**config.mk**
```make
export PLATFORM = sky130hd
export DESIGN_NAME = decoder_scan_ctrl
export DESIGN_NICKNAME = d
export VERILOG_FILES = /design/src/rtl/decoder_scan_ctrl.sv
export SDC_FILE = /design/constraint.sdc
export NUM_CORES = 1
export LEC_CHECK = 0
export ABC_AREA = 1
export CORE_ASPECT_RATIO = 1.2
export CORE_MARGIN = 5
export CORE_UTILIZATION = 58
export CTS_BUF_LIST = sky130_fd_sc_hd__clkbuf_16
export CTS_CLUSTER_DIAMETER = 120
export DETAILED_ROUTE_END_ITERATION = 8
export PLACE_DENSITY = 0.85
export SLEW_MARGIN = 20
export SYNTH_ARGS = -nofsm -noshare
export SYNTH_HDL_FRONTEND = slang
export SYNTH_SLANG_ARGS = --single-unit
```
**constraint.sdc**
```tcl
create_clock -name clk -period 2.8 [get_ports clk]
set_clock_uncertainty 0.15 [all_clocks]
set_input_delay 0.56 -clock clk [delete_from_list [all_inputs] [get_ports clk]]
set_output_delay 0.56 -clock clk [all_outputs]
set_load 0.01 [all_outputs]
```
**src/rtl/decoder_scan_ctrl.sv**
```systemverilog
// rtl/decoder_scan_ctrl.sv - slot scanner driving a 3-to-8 decoder (sel/en), masked slots, programmable dwell
// Optional SCAN_BLANK_EN inserts one blank (en=0) cycle between consecutive active slots.
module decoder_scan_ctrl #(
  parameter int DWELL_W = 8
) (
  input  logic               clk,
  input  logic               rst,
  input  logic               start,
  input  logic               stop,
  input  logic               loop,
  input  logic [7:0]         mask,
  input  logic [DWELL_W-1:0] dwell,
  output logic [2:0]         sel,
  output logic               en,
  output logic               busy,
  output logic               done
);

  typedef enum logic [1:0] {IDLE, ACTIVE, BLANK} state_t;

  localparam logic [DWELL_W-1:0] ONE = {{(DWELL_W-1){1'b0}}, 1'b1};

  state_t             state;
  logic [7:0]         mask_q;
  logic               loop_q;
  logic [DWELL_W-1:0] dwell_q;
  logic [DWELL_W-1:0] cnt;

  logic [2:0] first_in, first_q, nxt_sel;
  logic       has_nxt, last_cycle;

  // Downward scans so the lowest qualifying index is the one that sticks.
  always_comb begin
    first_in = 3'd0;
    first_q  = 3'd0;
    nxt_sel  = 3'd0;
    has_nxt  = 1'b0;
    for (int i = 7; i >= 0; i--) begin
      if (mask[i])
        first_in = 3'(i);
      if (mask_q[i])
        first_q = 3'(i);
      if (mask_q[i] && (3'(i) > sel)) begin
        nxt_sel = 3'(i);
        has_nxt = 1'b1;
      end
    end
    last_cycle = (cnt == (dwell_q - ONE));
  end

  always_ff @(posedge clk) begin
    if (rst) begin
      state   <= IDLE;
      mask_q  <= 8'd0;
      loop_q  <= 1'b0;
      dwell_q <= ONE;
      cnt     <= '0;
      sel     <= 3'd0;
      en      <= 1'b0;
      busy    <= 1'b0;
      done    <= 1'b0;
    end else begin
      done <= 1'b0;
      if (stop) begin
        state <= IDLE;
        cnt   <= '0;
        sel   <= 3'd0;
        en    <= 1'b0;
        busy  <= 1'b0;
      end else begin
        case (state)
          IDLE: begin
            if (start && (mask != 8'd0)) begin
              mask_q  <= mask;
              loop_q  <= loop;
              dwell_q <= (dwell == '0) ? ONE : dwell;
              cnt     <= '0;
              sel     <= first_in;
              en      <= 1'b1;
              busy    <= 1'b1;
              state   <= ACTIVE;
            end
          end
          ACTIVE: begin
            if (!last_cycle) begin
              cnt <= cnt + ONE;
            end else begin
              cnt <= '0;
              if (has_nxt || loop_q) begin
                // A wrap back to the lowest slot marks the end of a looped frame.
                sel  <= has_nxt ? nxt_sel : first_q;
                done <= !has_nxt;
`ifdef SCAN_BLANK_EN
                state <= BLANK;
                en    <= 1'b0;
`endif
              end else begin
                state <= IDLE;
                sel   <= 3'd0;
                en    <= 1'b0;
                busy  <= 1'b0;
                done  <= 1'b1;
              end
            end
          end
          BLANK: begin
            state <= ACTIVE;
            en    <= 1'b1;
          end
          default: state <= IDLE;
        endcase
      end
    end
  end

endmodule

```
==> results.sh, run 1 <==
export IMPL_cp_top_family="simple AND/OR/NAND/NOR gates"
export IMPL_synth_xor_area_frac=0.0279
export IMPL_antenna_found_initial=0
export IMPL_cp_num_buf_inv=3
export IMPL_n_antenna_cell=0
export IMPL_critPathLaunchType="input port"
export IMPL_synthCells=297
export IMPL_synthAdderAreaFrac=0.0133
export IMPL_final_period_utilization=0.804
export IMPL_grt_max_degree=33
export IMPL_grt_overflow_total=0
export IMPL_wl_per_cell_um=13.3
export IMPL_final_cell_area_um2=2310
export IMPL_ant_nets=0
export IMPL_cp_data_required_time_ns=2.85
export IMPL_cts_buffers=5
export IMPL_period_minus_slack_ns=2.25
export IMPL_synth_area_mux_share=0
export IMPL_start_util=0.607
export IMPL_power_density_nw_per_um2=533
export IMPL_dr_total_vias=1997
export IMPL_synth_cell_area_um2=1890
export IMPL_post_cts_resized=0
export IMPL_synth_nets=320
export IMPL_cts_buffer_depth=2
export IMPL_max_slew_worst_pin_slew_ns=0.515
export IMPL_outcome="complete, no violations"
export IMPL_cts_hold_buffers_added=0
export IMPL_die_h_um=72.5
export IMPL_track_usage=0.237
export IMPL_dr_pass1_iters=4
export IMPL_ioPinCount=27
export IMPL_htree_levels=2
export IMPL_yosysSeqAreaShare=0.318
export IMPL_crit_chain="clkdlybuf4s50_1 > inv_2 > nand2_1 > nor3_2 > nand4_1 > nand2_1 > inv_2 > nand2_2 > o21ai_1 > a21oi_1"
export IMPL_ctsRootBufferMaster="clkbuf_16"
export IMPL_post_cts_buffers=0
export IMPL_slowest_stage="clkdlybuf4s50_1"
export IMPL_synth_simple_area_share=0.387
export IMPL_hold_viol_final=0
export IMPL_worst_setup_path_end_kind="flop"
export IMPL_path_max_fanout=32
export IMPL_power_leakage_nw=1.03
export IMPL_setup_violations=0
export IMPL_nets=349
export IMPL_rsz0062_at_grt="no"
export IMPL_crit_type="in2reg"
export IMPL_hpwl_mm=3.58
export IMPL_rows=22
export IMPL_path_clk_slew_ns=0.05
export IMPL_synthDistinctLibCells=29
export IMPL_cpPeakStageDelay_ns=0.45
export IMPL_cts_tree="done"
export IMPL_synthToLayoutAreaGrowth_pct=22.5
export IMPL_wl_mm=4.83
export IMPL_drv_slew=0
export IMPL_ys_ff_latch=30
export IMPL_avgSynthCellArea_um2=6.35
export IMPL_yosysWarnings=0
export IMPL_max_freq_mhz=444
export IMPL_drt_iter0_markers=111
export IMPL_drc=0
export IMPL_critPathArrivalTime_ns=2.30
export IMPL_fp_dieW_um=62.1
export IMPL_grt_pass1_vias=1853
export IMPL_synth_top_family_by_area="simple AND/OR/NAND/NOR gates"
export IMPL_coreArea_um2=3110
export IMPL_finalWeightedCongestion=0.953
export IMPL_ir_drop_mv=0.506
export IMPL_cts_sinks=30
export IMPL_synth_compound_area_frac=0.151
export IMPL_vias_per_cell=5.50
export IMPL_totalNegativeSetupSlack_ns=0
export IMPL_placed_area_um2=2170
export IMPL_grt_first_pass_wirelength_mm=7.98
export IMPL_dieArea_um2=4500
export IMPL_drv_cap=0
export IMPL_nFillCells=266
export IMPL_drive_gt1_frac=0.116
export IMPL_insertion_delay_ns=0.28
export IMPL_port_buffers=26
export IMPL_holdCritPathClass="reg2reg"
export IMPL_relSlewSlack=0.656
cell usage in the layout, fill, tap and decap left out:
cell type and instances:
nand2_4 2, nand4_1 4, nor2_2 4, o21bai_1 1, nand3_4 1, nor2_1 26, nand3_1 22, clkinv_1 1
clkdlybuf4s50_1 26, o21ai_1 14, nand2_2 4, o21ai_0 11, nor2_4 3, inv_1 32, nand3_2 2, nor4_2 1
inv_2 12, nor4_1 1, a21oi_1 29, xnor2_1 1, nor3_2 1, clkinv_2 1, nand2_1 77, nor3_1 4
ha_1 2, dfxtp_1 30, xor2_1 5, nand3b_1 2, buf_4 2, clkbuf_16 5, o22ai_1 1
flip-flops by register name, indices dropped and copies added, names as in the netlist:
signal	cells
done	1
sel	3
mask_q	8
en	1
dwell_q	8
loop_q	1
cnt	8
logic make-up (layout without fill, tap and decap cells):
group / Yosys count / count (layout)
simple gates: 154 / 154
compound gates: 56 / 56
buf+inv: 49 / 79
flops: 30 / 30
xor+xnor: 6 / 6
fa+ha+maj: 2 / 2
power by group:
part / internal [mW] / switching, mW
sequential: 0.447 / 0.0182
clock: 0.320 / 0.187
combinational: 0.102 / 0.157
through the flow:
stage	instances	util	hold slack, ns	setup slack (ns)	total power, mW
3_5_place_dp	355	0.699	0.318	0.347	0.727
4_1_cts	363	0.743	0.325	0.582	1.23
3_3_place_gp	355	0.699	0.314	0.419	0.723
6_report	363	0.743	0.319	0.550	1.23
2_1_floorplan	297	-	0.295	1.02	0.650
5_1_grt	363	0.743	0.357	0.421	1.29
cell type report:
cell class | count | area (um2) | share of cell area
multi-input combinational | 218 | 1090 | 0.472
timing repair buffer | 28 | 275 | 0.119
clock inverter | 3 | 12.5 | 0.00541
sequential | 30 | 601 | 0.260
tap | 36 | 45.0 | 0.0195
inverter | 43 | 161 | 0.0698
clock buffer | 5 | 125 | 0.0541
Yosys cell counts:
master | instances | area (um2)
a21oi_1 | 29 | 145
buf_2 | 3 | 15.0
buf_4 | 2 | 15.0
clkbuf_1 | 1 | 3.75
dfxtp_1 | 30 | 601
ha_1 | 2 | 25.0
inv_1 | 31 | 116
inv_2 | 12 | 45.0
nand2_1 | 77 | 289
nand2_2 | 4 | 25.0
nand2_4 | 2 | 22.5
nand3_1 | 22 | 110
nand3_2 | 2 | 20.0
nand3_4 | 1 | 17.5
nand3b_1 | 2 | 15.0
nand4_1 | 4 | 25.0
nor2_1 | 26 | 97.6
nor2_2 | 4 | 25.0
nor2_4 | 3 | 33.8
nor3_1 | 4 | 20.0
nor3_2 | 1 | 10.0
nor4_1 | 1 | 6.26
nor4_2 | 1 | 12.5
o21ai_0 | 11 | 55.1
o21ai_1 | 14 | 70.1
o21bai_1 | 1 | 7.51
o22ai_1 | 1 | 6.26
xnor2_1 | 1 | 8.76
xor2_1 | 5 | 43.8
worst min-delay path: cells and delay by family (launching register included):
kind | cells | cell delay [ns]
DFF | 1 | 0.30
buffers and inverters | 1 | 0.07
AOI/OAI and AO/OA | 1 | 0.05
final timing paths:
kind	start	cells past startpoint	slack [ns]	end
worst max-delay path	mask[6]	10	0.55	mask_q[2]
worst min-delay path	dwell_q[1]	2	0.32	dwell_q[1]
worst max register to register	dwell_q[0]	12	0.79	sel[0]
worst min register to register	dwell_q[1]	2	0.32	dwell_q[1]
layer usage:
layer  global-route usage  share of wire  up-vias
li1                     -              -     1019
met1                0.256           0.39      896
met2                0.406           0.52       64
met3               0.0552          0.046       18
met4                0.132          0.039        0
met5                    0              0        -
(Power assumes the default switching activity.)
==> run 2, diff against run 1 <==
Settings changed: CORE_UTILIZATION 58 to 49, PLACE_DENSITY 0.85 to 0.77.
Clock period 2.8 ns to 2 ns, I/O delays scaled along.
==> results.sh, run 2 (synthesis results as in run 1) <==
export IMPL_cts_tree="done"
export IMPL_port_buffers=26
export IMPL_outcome="complete, no violations"
export IMPL_vias_per_cell=5.17
export IMPL_cp_data_required_time_ns=2.03
export IMPL_synthToLayoutAreaGrowth_pct=34.5
export IMPL_drive_gt1_frac=0.189
export IMPL_wl_mm=4.99
export IMPL_dieArea_um2=5200
export IMPL_dr_pass1_iters=4
export IMPL_period_minus_slack_ns=1.91
export IMPL_drc=0
export IMPL_final_common_cell="nand2_1"
export IMPL_holdCritPathClass="reg2reg"
export IMPL_crit_top_cell="nand2_4"
export IMPL_final_period_utilization=0.957
export IMPL_relSlewSlack=0.751
export IMPL_final_cell_mix="nand2_1, inv_1, a21oi_1, dfxtp_1, clkdlybuf4s50_1"
export IMPL_n_antenna_cell=0
export IMPL_critPathLaunchType="flop"
export IMPL_start_util=0.511
export IMPL_rows=24
export IMPL_track_usage=0.204
export IMPL_path_clk_slew_ns=0.05
export IMPL_dr_total_vias=2049
export IMPL_die_h_um=78.0
export IMPL_rsz0062_at_grt="yes"
export IMPL_crit_type="reg2reg"
export IMPL_power_density_nw_per_um2=706
export IMPL_nets=366
export IMPL_htree_levels=2
export IMPL_ctsRootBufferMaster="clkbuf_16"
export IMPL_ant_nets=0
export IMPL_top_regs="cnt x8, dwell_q x8, mask_q x8"
export IMPL_cts_buffer_depth=2
export IMPL_setup_violations=0
export IMPL_max_slew_worst_pin_slew_ns=0.373
export IMPL_wl_per_cell_um=12.6
export IMPL_finalWeightedCongestion=0.876
export IMPL_place_ws_ns=-0.0919
export IMPL_fp_dieW_um=66.6
export IMPL_cts_sinks=30
export IMPL_hold_viol_final=0
export IMPL_grt_first_pass_wirelength_mm=8.29
export IMPL_hpwl_mm=3.70
export IMPL_antenna_found_initial=0
export IMPL_utilization=0.687
export IMPL_crit_chain="inv_2 > ha_4 > xor2_2 > nand2_1 > nor2_1 > nand3_2 > nor2_4 > nand2_4 > nand2_4 > nand2_4 > nor2_2 > nor2_1"
export IMPL_grt_pass1_vias=1989
export IMPL_insertion_delay_ns=0.28
export IMPL_worst_setup_path_end_kind="flop"
export IMPL_ioPinCount=27
export IMPL_drt_iter0_markers=109
export IMPL_cts_buffers=5
export IMPL_hold_ws_ns=0.332
export IMPL_path_max_fanout=7
export IMPL_cpPeakStageDelay_ns=0.33
export IMPL_finalPower_mw=1.79
export IMPL_coreArea_um2=3690
export IMPL_grt_overflow_total=0
export IMPL_ir_drop_mv=0.397
export IMPL_grt_max_degree=18
export IMPL_cts_hold_buffers_added=0
export IMPL_max_freq_mhz=523
export IMPL_power_leakage_nw=1.13
export IMPL_slowest_stage="dfxtp_2"
export IMPL_totalNegativeSetupSlack_ns=0
export IMPL_drv_cap=0
export IMPL_setup_slack_ns=0.0864
export IMPL_critPathArrivalTime_ns=1.94
export IMPL_drv_slew=0
## run 2: per-stage QoR
stage	area (um2)	cells
floorplan	1890	297
global placement	2320	385
detailed placement	2320	385
CTS	2460	393
global route	2540	396
finish	2540	396
## run 2: layout make-up
| type | instances | area (um2) |
|---|---|---|
| clock buffers | 5 | 125 |
| clock inverters | 3 | 12.5 |
| fillers | 324 | 1160 |
| inverters | 43 | 161 |
| multi-input cells | 218 | 1140 |
| flip-flops and latches | 30 | 603 |
| well taps | 52 | 65.1 |
| repair buffers | 45 | 428 |
## run 2: power by group
| part | internal [mW] | switching, mW | total [mW] |
|---|---|---|---|
| Sequential | 0.627 | 0.0233 | 0.650 |
| Combinational | 0.184 | 0.238 | 0.422 |
| Clock | 0.449 | 0.269 | 0.718 |
| Total | 1.26 | 0.530 | 1.79 |
## run 2: final timing paths
path	from	endpoint	slack (ns)	depth (start not counted)
worst max-delay path	dwell_q[0]	sel[1]	0.09	12
worst min-delay path	dwell_q[6]	dwell_q[6]	0.33	2
worst max register to register	dwell_q[0]	sel[1]	0.09	12
worst min register to register	dwell_q[6]	dwell_q[6]	0.33	2
## run 2: routing by layer
metal  track usage  vias up  wire length, um
li1              -     1047                -
met4        0.0996        0               92
met3        0.0434       11              223
met1         0.210      932             1940
met2         0.380       59             2730
met5             0        -                0
## run 2: worst max-delay path, delay by kind of cell (launching register included)
family / cells / cell delay, ns
and+or+nand+nor: 9 / 0.88
xor gates and xnor gates: 1 / 0.13
buffers and inverters: 1 / 0.05
DFF: 1 / 0.33
adders and majority gates: 1 / 0.26
## run 2: what timing repair did
item                                   in CTS  in global routing
endpoints found under the hold margin       0                  0
gates resized for setup                     0                 12
setup endpoints to repair                   0                  3
buffers inserted                            0                  3
==> run 3, diff against run 2 <==
Clock period 2 ns to 1.55 ns, I/O delays scaled along.
==> results.sh, run 3 (synthesis results as in run 1) <==
export IMPL_placed_area_um2=2560
export IMPL_ant_nets=0
export IMPL_worstReg2RegStart="dwell_q[0]"
export IMPL_coreArea_um2=3690
export IMPL_ir_drop_mv=0.612
export IMPL_fp_dieW_um=66.6
export IMPL_power_density_nw_per_um2=820
export IMPL_hold_ws_ns=0.195
export IMPL_final_period_utilization=1.22
export IMPL_start_util=0.511
export IMPL_violations="setup timing"
export IMPL_vias_per_cell=5.38
export IMPL_worst_r2r_setup_slack_ns=-0.35
export IMPL_wl_mm=6.66
export IMPL_worst_setup_path_end_kind="flop"
export IMPL_holdCritPathClass="in2reg"
export IMPL_path_clk_slew_ns=0.05
export IMPL_final_cell_area_um2=2960
export IMPL_insertion_delay_ns=0.27
export IMPL_place_ws_ns=-0.494
export IMPL_period_minus_slack_ns=1.90
export IMPL_dieArea_um2=5200
export IMPL_path_max_fanout=6
export IMPL_drc=0
export IMPL_nFillCells=249
export IMPL_power_leakage_nw=1.42
export IMPL_cts_tree="done"
export IMPL_hold_viol_final=0
export IMPL_max_freq_mhz=527
export IMPL_ctsRootBufferMaster="clkbuf_16"
export IMPL_top_regs="cnt x8, dwell_q x8, mask_q x8"
export IMPL_rows=24
export IMPL_drive_gt1_frac=0.326
export IMPL_htree_levels=2
export IMPL_max_slew_worst_pin_slew_ns=0.319
export IMPL_setup_slack_ns=-0.348
export IMPL_antenna_found_initial=0
export IMPL_min_from="mask[7]"
export IMPL_critPathLaunchType="flop"
export IMPL_die_h_um=78.0
export IMPL_hpwl_mm=4.21
export IMPL_finalWeightedCongestion=0.881
export IMPL_drv_cap=0
export IMPL_critPathArrivalTime_ns=1.91
export IMPL_nets=413
export IMPL_relSlewSlack=0.785
export IMPL_dr_total_vias=2377
export IMPL_cts_buffers=5
export IMPL_port_buffers=26
export IMPL_cts_hold_buffers_added=0
export IMPL_rsz0062_at_grt="yes"
export IMPL_grt_first_pass_wirelength_mm=10.5
export IMPL_grt_overflow_total=0
export IMPL_outcome="complete, but fails checks"
export IMPL_drt_iter0_markers=141
export IMPL_crit_start="dwell_q[0]"
export IMPL_dr_pass1_iters=4
export IMPL_grt_pass1_vias=2432
export IMPL_cts_buffer_depth=2
export IMPL_crit_type="reg2reg"
export IMPL_cts_sinks=30
export IMPL_wl_per_cell_um=15.1
export IMPL_synthToLayoutAreaGrowth_pct=56.9
export IMPL_final_cell_mix="nand2_1, buf_4, inv_1"
export IMPL_setup_violations=15
export IMPL_n_antenna_cell=0
export IMPL_drv_slew=0
export IMPL_track_usage=0.263
export IMPL_grt_max_degree=11
export IMPL_ioPinCount=27
export IMPL_cp_data_required_time_ns=1.56
export IMPL_final_common_cell="nand2_1"
-- run 3: cell types whose count changed in the layout (fill, tap and decap cells not counted), moves of 5 or more --
cell / before / now
dlygate4sd2_1: 0 / 7
clkdlybuf4s50_1: 26 / 13
buf_6: 0 / 6
a21oi_2: 1 / 6
buf_4: 17 / 59
a21oi_1: 28 / 23
-- run 3: report_power, final --
| group | switching (mW) | leakage, nW | internal, mW | total [mW] |
|---|---|---|---|---|
| registers | 0.0345 | 0.246 | 0.811 | 0.845 |
| logic | 0.372 | 1.10 | 0.325 | 0.697 |
| clock network | 0.312 | 0.0723 | 0.571 | 0.884 |
| total | 0.719 | 1.42 | 1.71 | 2.43 |
-- run 3: final cells by class --
type | instances | area, um2 | area share
multi-input cells | 218 | 1200 | 0.405
repair buffers | 92 | 792 | 0.268
flip-flops and latches | 30 | 606 | 0.205
inverters | 43 | 166 | 0.0562
clock buffers | 5 | 125 | 0.0423
well taps | 52 | 65.1 | 0.0220
clock inverters | 2 | 7.51 | 0.00254
-- run 3: metrics by stage --
step	util	instances	TNS (ns)	power (mW)
2_1_floorplan	-	297	-1.65	1.18
3_3_place_gp	0.694	417	-10.01	1.41
3_5_place_dp	0.694	417	-12.41	1.42
4_1_cts	0.784	440	-3.41	2.36
5_1_grt	0.801	442	-5.61	2.54
6_report	0.801	442	-4.45	2.43
-- run 3: path summary, 6_finish.rpt --
kind	endpoint	cells after the start
worst max-delay path	cnt[4]	11
worst min-delay path	mask_q[7]	3
worst max register to register	cnt[4]	11
worst min register to register	cnt[3]	2
-- run 3: layer usage --
metal  track usage  part of all wire
met1         0.258              0.37
met2         0.482              0.53
met3        0.0607             0.050
met4         0.161             0.053
met5             0                 0
-- run 3: worst max-delay path, stage by stage (launching register included) --
cell and delay (ns):
dfxtp_2 0.34, inv_2 0.06, ha_4 0.26, xor2_1 0.14, nand2_1 0.07, nor2_2 0.11
nand3_2 0.10, nor2_4 0.17, nand2_4 0.10, buf_4 0.15, nand3b_1 0.08, a21oi_2 0.05
-- run 3: timing repair --
item | 4_1_cts | 5_1_grt
pin swaps | 10 | 14
setup buffers | 12 | 5
endpoints found under the hold margin | 0 | 0
setup endpoints to repair | 36 | 32
gates cloned | 4 | 0
gates resized for setup | 36 | 27
